==> src/rtl/lc_1313_decompress_rle.sv <==
// Run-length decoder: expands each (count, value) pair into `count` copies of `value`
// on an AXI-stream style output. The two-state FSM holds off new pairs while a run
// is being emitted; every output except in_tready comes straight from a flop.
module lc_1313_decompress_rle #(
  parameter int DATA_SIZE = 32,
  parameter int CNT_SIZE  = 8
) (
  input  logic                 clk,
  input  logic                 rst,
  input  logic [CNT_SIZE-1:0]  in_tfreq,
  input  logic [DATA_SIZE-1:0] in_tdata,
  input  logic                 in_tvalid,
  input  logic                 in_tlast,
  output logic                 in_tready,
  output logic [DATA_SIZE-1:0] out_tdata,
  output logic                 out_tvalid,
  output logic                 out_tlast,
  input  logic                 out_tready,
  output logic                 frame_done
);

  typedef enum logic {IDLE, EMIT} state_t;

  state_t               state_q, state_d;
  logic [DATA_SIZE-1:0] val_q, val_d;
  logic [CNT_SIZE-1:0]  rem_q, rem_d;
  logic                 last_q, last_d;
  logic                 vld_q, vld_d;
  logic                 olast_q, olast_d;
  logic                 fdone_q, fdone_d;

  // Count values used to predict the final beat one cycle ahead, so out_tlast can be a flop.
  localparam logic [CNT_SIZE-1:0] CNT_ONE = CNT_SIZE'(1);
  localparam logic [CNT_SIZE-1:0] CNT_TWO = CNT_SIZE'(2);

  // Ready is the only combinational output; it is forced low during reset.
  assign in_tready  = (state_q == IDLE) && !rst;
  assign out_tdata  = val_q;
  assign out_tvalid = vld_q;
  assign out_tlast  = olast_q;
  assign frame_done = fdone_q;

  // Next-state and registered-output computation.
  always_comb begin
    state_d = state_q;
    val_d   = val_q;
    rem_d   = rem_q;
    last_d  = last_q;
    vld_d   = vld_q;
    olast_d = olast_q;
    fdone_d = 1'b0;
    case (state_q)
      IDLE: begin
        if (in_tvalid) begin
          if (in_tfreq != '0) begin
            state_d = EMIT;
            val_d   = in_tdata;
            rem_d   = in_tfreq;
            last_d  = in_tlast;
            vld_d   = 1'b1;
            olast_d = in_tlast && (in_tfreq == CNT_ONE);
          end else begin
            // Empty run: nothing to emit, but an empty final pair still closes the frame.
            fdone_d = in_tlast;
          end
        end
      end
      EMIT: begin
        if (vld_q && out_tready) begin
          if (rem_q == CNT_ONE) begin
            state_d = IDLE;
            rem_d   = '0;
            vld_d   = 1'b0;
            olast_d = 1'b0;
            fdone_d = last_q;
            last_d  = 1'b0;
          end else begin
            rem_d   = rem_q - CNT_ONE;
            olast_d = last_q && (rem_q == CNT_TWO);
          end
        end
      end
      default: state_d = IDLE;
    endcase
  end

  // State registers; reset aborts any run in progress immediately.
  always_ff @(posedge clk or posedge rst) begin
    if (rst) begin
      state_q <= IDLE;
      val_q   <= '0;
      rem_q   <= '0;
      last_q  <= 1'b0;
      vld_q   <= 1'b0;
      olast_q <= 1'b0;
      fdone_q <= 1'b0;
    end else begin
      state_q <= state_d;
      val_q   <= val_d;
      rem_q   <= rem_d;
      last_q  <= last_d;
      vld_q   <= vld_d;
      olast_q <= olast_d;
      fdone_q <= fdone_d;
    end
  end

endmodule

==> config.mk <==
export PLATFORM = sky130hd
export DESIGN_NAME = lc_1313_decompress_rle
export DESIGN_NICKNAME = d
export VERILOG_FILES = /design/src/rtl/lc_1313_decompress_rle.sv
export SDC_FILE = /design/constraint.sdc
export NUM_CORES = 1
export LEC_CHECK = 0
export ABC_AREA = 0
export CORE_UTILIZATION = 43
export CTS_CLUSTER_DIAMETER = 120
export CTS_CLUSTER_SIZE = 30
export DETAILED_ROUTE_END_ITERATION = 6
export PLACE_DENSITY = 0.79
export SLEW_MARGIN = 25
export SYNTH_ARGS = -nofsm -noshare
export SYNTH_HDL_FRONTEND = slang
export SYNTH_SLANG_ARGS = --single-unit
==> constraint.sdc <==
create_clock -name clk -period 2 [get_ports clk]
set_input_delay 0.4 -clock clk [delete_from_list [all_inputs] [get_ports clk]]
set_output_delay 0.4 -clock clk [all_outputs]
set_load 0.02 [all_outputs]
==> results of run 1 <==
[logic make-up after synthesis]
logic type	count (synthesis)	synth area share, %
AND/OR/NAND/NOR	134	27.6
multiplexers	2	0.960
buffers and inverters	16	3.60
flip-flops	45	54.0
adder cells (fa/ha/maj)	3	1.80
AO/OA/AOI/OAI	30	12.0
[flip-flops by register name (all words and copies together) (netlist names)]
signal and flops:
out_tdata 32, rem_q 8, frame_done 1, last_q 1, out_tlast 1, out_tvalid 1, state_q 1
[power groups by stage]
stage / clock (uW) / sequential [uW] / combinational (uW)
after floorplan: 0 / 1130 / 194
after global placement: 0 / 1060 / 547
after detailed placement: 0 / 1060 / 554
after CTS: 716 / 1050 / 559
after global routing: 765 / 1060 / 610
final: 705 / 1050 / 562
[critical path: stages]
cell             delay, ns
clkdlybuf4s50_1       0.43
nor2_1                0.09
clkdlybuf4s50_1       0.60
[cell usage in the layout (no fill, tap or decap), types with 2 or more instances in the layout]
cell | netlist | layout
a21oi_1 | 3 | 3
a22o_1 | 2 | 2
a32o_1 | 2 | 2
buf_12 | 0 | 4
buf_4 | 0 | 19
clkbuf_8 | 0 | 6
clkdlybuf4s50_1 | 0 | 80
dfrtp_1 | 45 | 44
ha_1 | 3 | 3
inv_1 | 7 | 6
mux2i_1 | 2 | 2
nand2_1 | 104 | 104
nand2b_1 | 2 | 2
nand3_1 | 3 | 3
nor2_1 | 6 | 6
nor3_1 | 4 | 4
nor3b_1 | 3 | 3
nor4_1 | 3 | 3
o21ai_0 | 4 | 4
o221ai_1 | 2 | 2
o22ai_1 | 4 | 4
o31a_1 | 2 | 2
or3b_2 | 2 | 2
or4_4 | 1 | 2
[how the worst min path moves through the flow]
stage	cells after the start	from	endpoint
6_report	2	out_tdata[31]$_DFFE_PP0P_	out_tdata[31]$_DFFE_PP0P_
5_1_grt	2	out_tdata[19]$_DFFE_PP0P_	out_tdata[19]$_DFFE_PP0P_
4_1_cts	2	out_tdata[8]$_DFFE_PP0P_	out_tdata[8]$_DFFE_PP0P_
3_5_place_dp	2	out_tdata[26]$_DFFE_PP0P_	out_tdata[26]$_DFFE_PP0P_
3_3_place_gp	2	out_tdata[16]$_DFFE_PP0P_	out_tdata[16]$_DFFE_PP0P_
2_1_floorplan	1	last_q$_DFFE_PP0P_	last_q$_DFFE_PP0P_
[synth_stat cells (2+ instances only)]
cell,instances
o22ai_1,4
dfrtp_1,45
nor4b_1,2
nand3_1,3
a21oi_1,3
ha_1,3
inv_1,7
a22o_1,2
nor3b_1,3
or4_1,2
nor2_1,6
mux2i_1,2
nand2b_1,2
buf_2,6
o221ai_1,2
nor4_1,3
a32o_1,2
nor3_1,4
or3b_2,2
o31a_1,2
o41ai_1,2
nand2_1,104
o21ai_0,4
[routing by layer]
metal | up-vias | routed length, um
met4 | 0 | 102
met2 | 62 | 2790
met5 | - | 0
met1 | 950 | 2320
li1 | 977 | -
met3 | 8 | 305
[timing repair]
action	CTS	global route
endpoints found under the hold margin	0	0
resized for setup	0	4
endpoints found under the setup margin	0	3
[stage by stage]
step | cell area (um2) | cells
global route | 3260 | 384
floorplan | 2080 | 230
global placement | 3120 | 376
detailed placement | 3120 | 376
CTS | 3240 | 384
finish | 3260 | 384
[layout make-up]
type / count / area, um2 / area share, %
Sequential cell: 45 / 1130 / 34.6
Clock buffer: 7 / 86.3 / 2.65
Inverter: 7 / 26.3 / 0.806
Clock inverter: 1 / 30.0 / 0.921
Multi-Input combinational cell: 169 / 901 / 27.6
Timing Repair Buffer: 103 / 1020 / 31.4
Tap cell: 52 / 65.1 / 2.00
==> results.cfg, run 1 <==
[status]
status = complete, no violations

[drt]
drt_first_pass_iters = 4
ant_nets = 0
drc = 0
wl_per_cell_um = 14.4
totalWireLength_um = 5520
routed_via_density = 5.20
vias = 1997
first_iter_violations = 98

[power]
p_seq_share_pct = 45.2
p_int_uw = 1700
power_density_nw_per_um2 = 710
p_sw_share_pct = 26.5
clkPwrFrac_pct = 30.5
p_switching_uw = 613
irDropWorstVdd_mv = 0.534
power_uw = 2310
power_leakage_uw = 0.00152
combPwrFrac_pct = 24.3

[clocking]
clock_latency_ns = 0.29
path_clk_slew_ns = 0.08
cts_root_buffer = clkbuf_8
cts_hold_buf = 0
cts_setup_buffers = 0
clock-sinks = 45
htreeDepth = 2
cts_made_buffers = 5
cts_tree = yes
clockBufferDepth = 2

[sta]
rsz0062_at_grt = no
fin_crit_ns = 1.93
worst_pin_slew_ns = 0.522
clock.fmax_mhz = 518
skew_ns = 0.00448
worst_slew_margin_rel_pct = 64.9
post-route-period-util_pct = 96.5
setup_violations = 0
finalMaxSlewViolations = 0
worst_slack_ns = 0.0705
hold_viol = 0
whs_ns = 0.474
timing.setup.tns_ns = 0

[synthesis]
netlist_top_cells_area = dfrtp_1 54%, nand2_1 19%, ha_1 1.8%
ys_warn_count = 0
ys_seq_area_share_pct = 54.0
syn_inst = 230
async_flop_share_pct = 100
synth-main-ff-cell = dfrtp_1
synth_top_area_cell = dfrtp_1
synth-edff-count = 0
synth_fp_nets = 278
synth_cell_type_count = 38
syn-mean-instance-area_um2 = 9.06
synth_area_um2 = 2080
synthDominantCellAreaShare_pct = 54.0
synth_seq_cells = 45

[global_routing]
busiest_layer = met2
grt_use_met3_pct = 5.34
grt_max_degree = 46
grt_overflow_total = 0
track_usage_pct = 23.9
grt_util_met1_pct = 29.3
grt_antenna_before_repair = 0
grt_pass1_vias = 2070
grt_first_pass_wirelength_um = 9490
use_met2_pct = 41.6

[worst_setup_path]
worstSetupEndpointType = primary output
cp-startpoint = rst
worstPathRequired_ns = 1.60
endpoint = in_tready
crit_fanout = 2
crit_arrival_ns = 1.53
crit_type = input pin to primary output
rr_startpoint = rem_q[3]$_DFFE_PP0P_
start_kind = input pin
reg2reg_depth = 4
r2r_slack_ns = 0.11
worst_r2r_endpoint = last_q$_DFFE_PP0P_

[die]
die_area_um2 = 5130
io_pins = 81
fp.coreArea_um2 = 4500
start_util_pct = 46.3
dieWidth_um = 71.6
die_y_um = 71.6
row_count = 24

[cells_and_area]
antenna_cells = 0
nets = 379
fill_cells = 353
fin_util_pct = 72.4
syn_to_final_growth_pct = 56.4
drive_gt1_share_pct = 12.7

[place]
place_ws_ns = -0.265
port_buffers = 80
gp_congestion = 0.957
dp_hpwl_um = 4050

[worst_hold_path]
hp-class = flip-flop to flip-flop

[run]
cap_violations = 0
Power figures use the tool's default switching activity.
==> inputs of run 2 (changes only) <==
--- a/config.mk
+++ b/config.mk
@@ -6,6 +6,7 @@
 export NUM_CORES = 1
 export LEC_CHECK = 0
 export ABC_AREA = 0
+export CORE_MARGIN = 8
 export CORE_UTILIZATION = 43
 export CTS_CLUSTER_DIAMETER = 120
 export CTS_CLUSTER_SIZE = 30
==> run 2 against run 1 <==
Maximum frequency grew 1.4%. Non-clock buffer count decreased by 1. Register-to-register slack improved by 0.04 ns. Global-route usage down 7.1 points. Die area rose by 43%. Count of clock-buffer cells in the layout fell by 1. Critical endpoint is now last_q$_DFFE_PP0P_. Largest cell class unchanged.
==> results.cfg, run 2 (synthesized netlist as in run 1, its figures left out) <==
[status]
status = complete, no violations

[worst_setup_path]
crit_slowest_cell = or4_1
r2r_slack_ns = 0.15
rr_startpoint = rem_q[3]$_DFFE_PP0P_
path_cells = clkdlybuf4s50_1, or4_1, o21a_4, o21ai_0, a32o_1
cpPeakStageDelay_ns = 0.62
crit_type = input pin to flip-flop
worstPathRequired_ns = 2.23
start_kind = input pin
reg2reg_depth = 4
crit_family = compound AO/OA/AOI/OAI gates
crit_fanout = 12
worst_r2r_endpoint = rem_q[4]$_DFFE_PP0P_
worstSetupEndpointType = flip-flop
crit_arrival_ns = 2.13
crit_buf_inv = 1

[sta]
finalMaxSlewViolations = 0
whs_ns = 0.433
hold_viol = 0
worst_slew_margin_rel_pct = 66.7
worst_pin_slew_ns = 0.494
timing.setup.tns_ns = 0
worst_slack_ns = 0.0972
clock.fmax_mhz = 526
rsz0062_at_grt = no
skew_ns = 0.00537
setup_violations = 0
fin_crit_ns = 1.90
post-route-period-util_pct = 95.1

[power]
power_density_nw_per_um2 = 675
power_uw = 2160
p_int_uw = 1540
p_seq_share_pct = 48.6
combPwrFrac_pct = 25.9
p_sw_share_pct = 28.7
clkPwrFrac_pct = 25.6
power_leakage_uw = 0.00150
irDropWorstVdd_mv = 0.401
p_switching_uw = 618

[drt]
drt_first_pass_iters = 4
totalWireLength_um = 5910
ant_nets = 0
first_iter_violations = 141
routed_via_density = 5.16
wl_per_cell_um = 15.3
vias = 1988
drc = 0

[cells_and_area]
final_area_um2 = 3200
syn_to_final_growth_pct = 53.3
layout.cells.most_common_list = 104 x nand2_1, 79 x clkdlybuf4s50_1, 45 x dfrtp_1
final_common_cell = nand2_1
antenna_cells = 0
fill_cells = 380
drive_gt1_share_pct = 11.8
largest_reg_flops = 32
nets = 378

[clocking]
clock_latency_ns = 0.29
cts_hold_buf = 0
htreeDepth = 2
path_clk_slew_ns = 0.09
clockBufferDepth = 2
cts-resized-gates = 0
cts_made_buffers = 5
cts_setup_buffers = 0
cts_tree = yes
clock-sinks = 45
cts_root_buffer = clkbuf_8

[die]
row_count = 25
die_y_um = 85.6
die_area_um2 = 7330
start_util_pct = 44.4
fp.coreArea_um2 = 4690
dieWidth_um = 85.6
io_pins = 81

[global_routing]
grt_overflow_total = 0
grt_first_pass_wirelength_um = 10000
grt_max_degree = 30
grt_antenna_before_repair = 0
track_usage_pct = 16.8
grt_pass1_vias = 1997

[place]
dp_hpwl_um = 4570
gp_congestion = 0.864
place_area_um2 = 3090
place_ws_ns = -0.257
port_buffers = 80

[run]
cap_violations = 0

[worst_hold_path]
hp-class = input pin to asynchronous set/reset pin
-- run 2: worst register-to-register path, delay by kind of cell (launching register included) --
kind | cells | cell delay, ns
AOI/OAI and AO/OA | 3 | 0.76
DFF | 1 | 0.42
and+or+nand+nor | 1 | 0.57
-- run 2: through the flow --
step	instances	utilization, %
3_5_place_dp	377	65.9
4_1_cts	385	67.8
2_1_floorplan	230	-
3_3_place_gp	377	65.9
5_1_grt	385	68.1
6_report	385	68.1
-- run 2: per-layer routing --
metal | part of all wire, % | track usage, % | vias to the layer above
li1 | - | - | 979
met1 | 41 | 20.7 | 934
met2 | 51 | 27.6 | 71
met3 | 7.7 | 4.49 | 4
met4 | 1.1 | 6.05 | 0
met5 | 0 | 0 | -
-- run 2: worst max path at each step --
stage	start	end	cells past startpoint
4_1_cts	in_tfreq[5]	rem_q[6]$_DFFE_PP0P_	6
3_5_place_dp	in_tfreq[5]	rem_q[6]$_DFFE_PP0P_	6
6_report	in_tfreq[6]	last_q$_DFFE_PP0P_	5
2_1_floorplan	in_tfreq[5]	out_tdata[0]$_DFFE_PP0P_	7
3_3_place_gp	in_tfreq[5]	rem_q[6]$_DFFE_PP0P_	5
5_1_grt	rem_q[0]$_DFFE_PP0P_	rem_q[6]$_DFFE_PP0P_	6
-- run 2: power groups by stage --
stage                     clock network, uW  registers, uW  logic, uW
after floorplan                           0           1130        194
after global placement                    0           1060        544
after detailed placement                  0           1060        555
after CTS                               571           1050        557
after global routing                    613           1060        611
final                                   552           1050        558
-- run 2: area by class of cell --
class,instances,area [um2],share of cell area [%]
Sequential cell,45,1130,35.2
Timing Repair Buffer,102,993,31.1
Multi-Input combinational cell,169,895,28.0
Clock buffer,6,72.6,2.27
Tap cell,54,67.6,2.11
Inverter,7,26.3,0.822
Clock inverter,2,15.0,0.470
==> inputs of run 3 (changes only) <==
--- a/config.mk
+++ b/config.mk
@@ -6,6 +6,7 @@
 export NUM_CORES = 1
 export LEC_CHECK = 0
 export ABC_AREA = 0
+export CAP_MARGIN = 20
 export CORE_MARGIN = 8
 export CORE_UTILIZATION = 43
 export CTS_CLUSTER_DIAMETER = 120
==> results of run 3 <==
Final layout, timing and power as in run 2 (identical DEF).
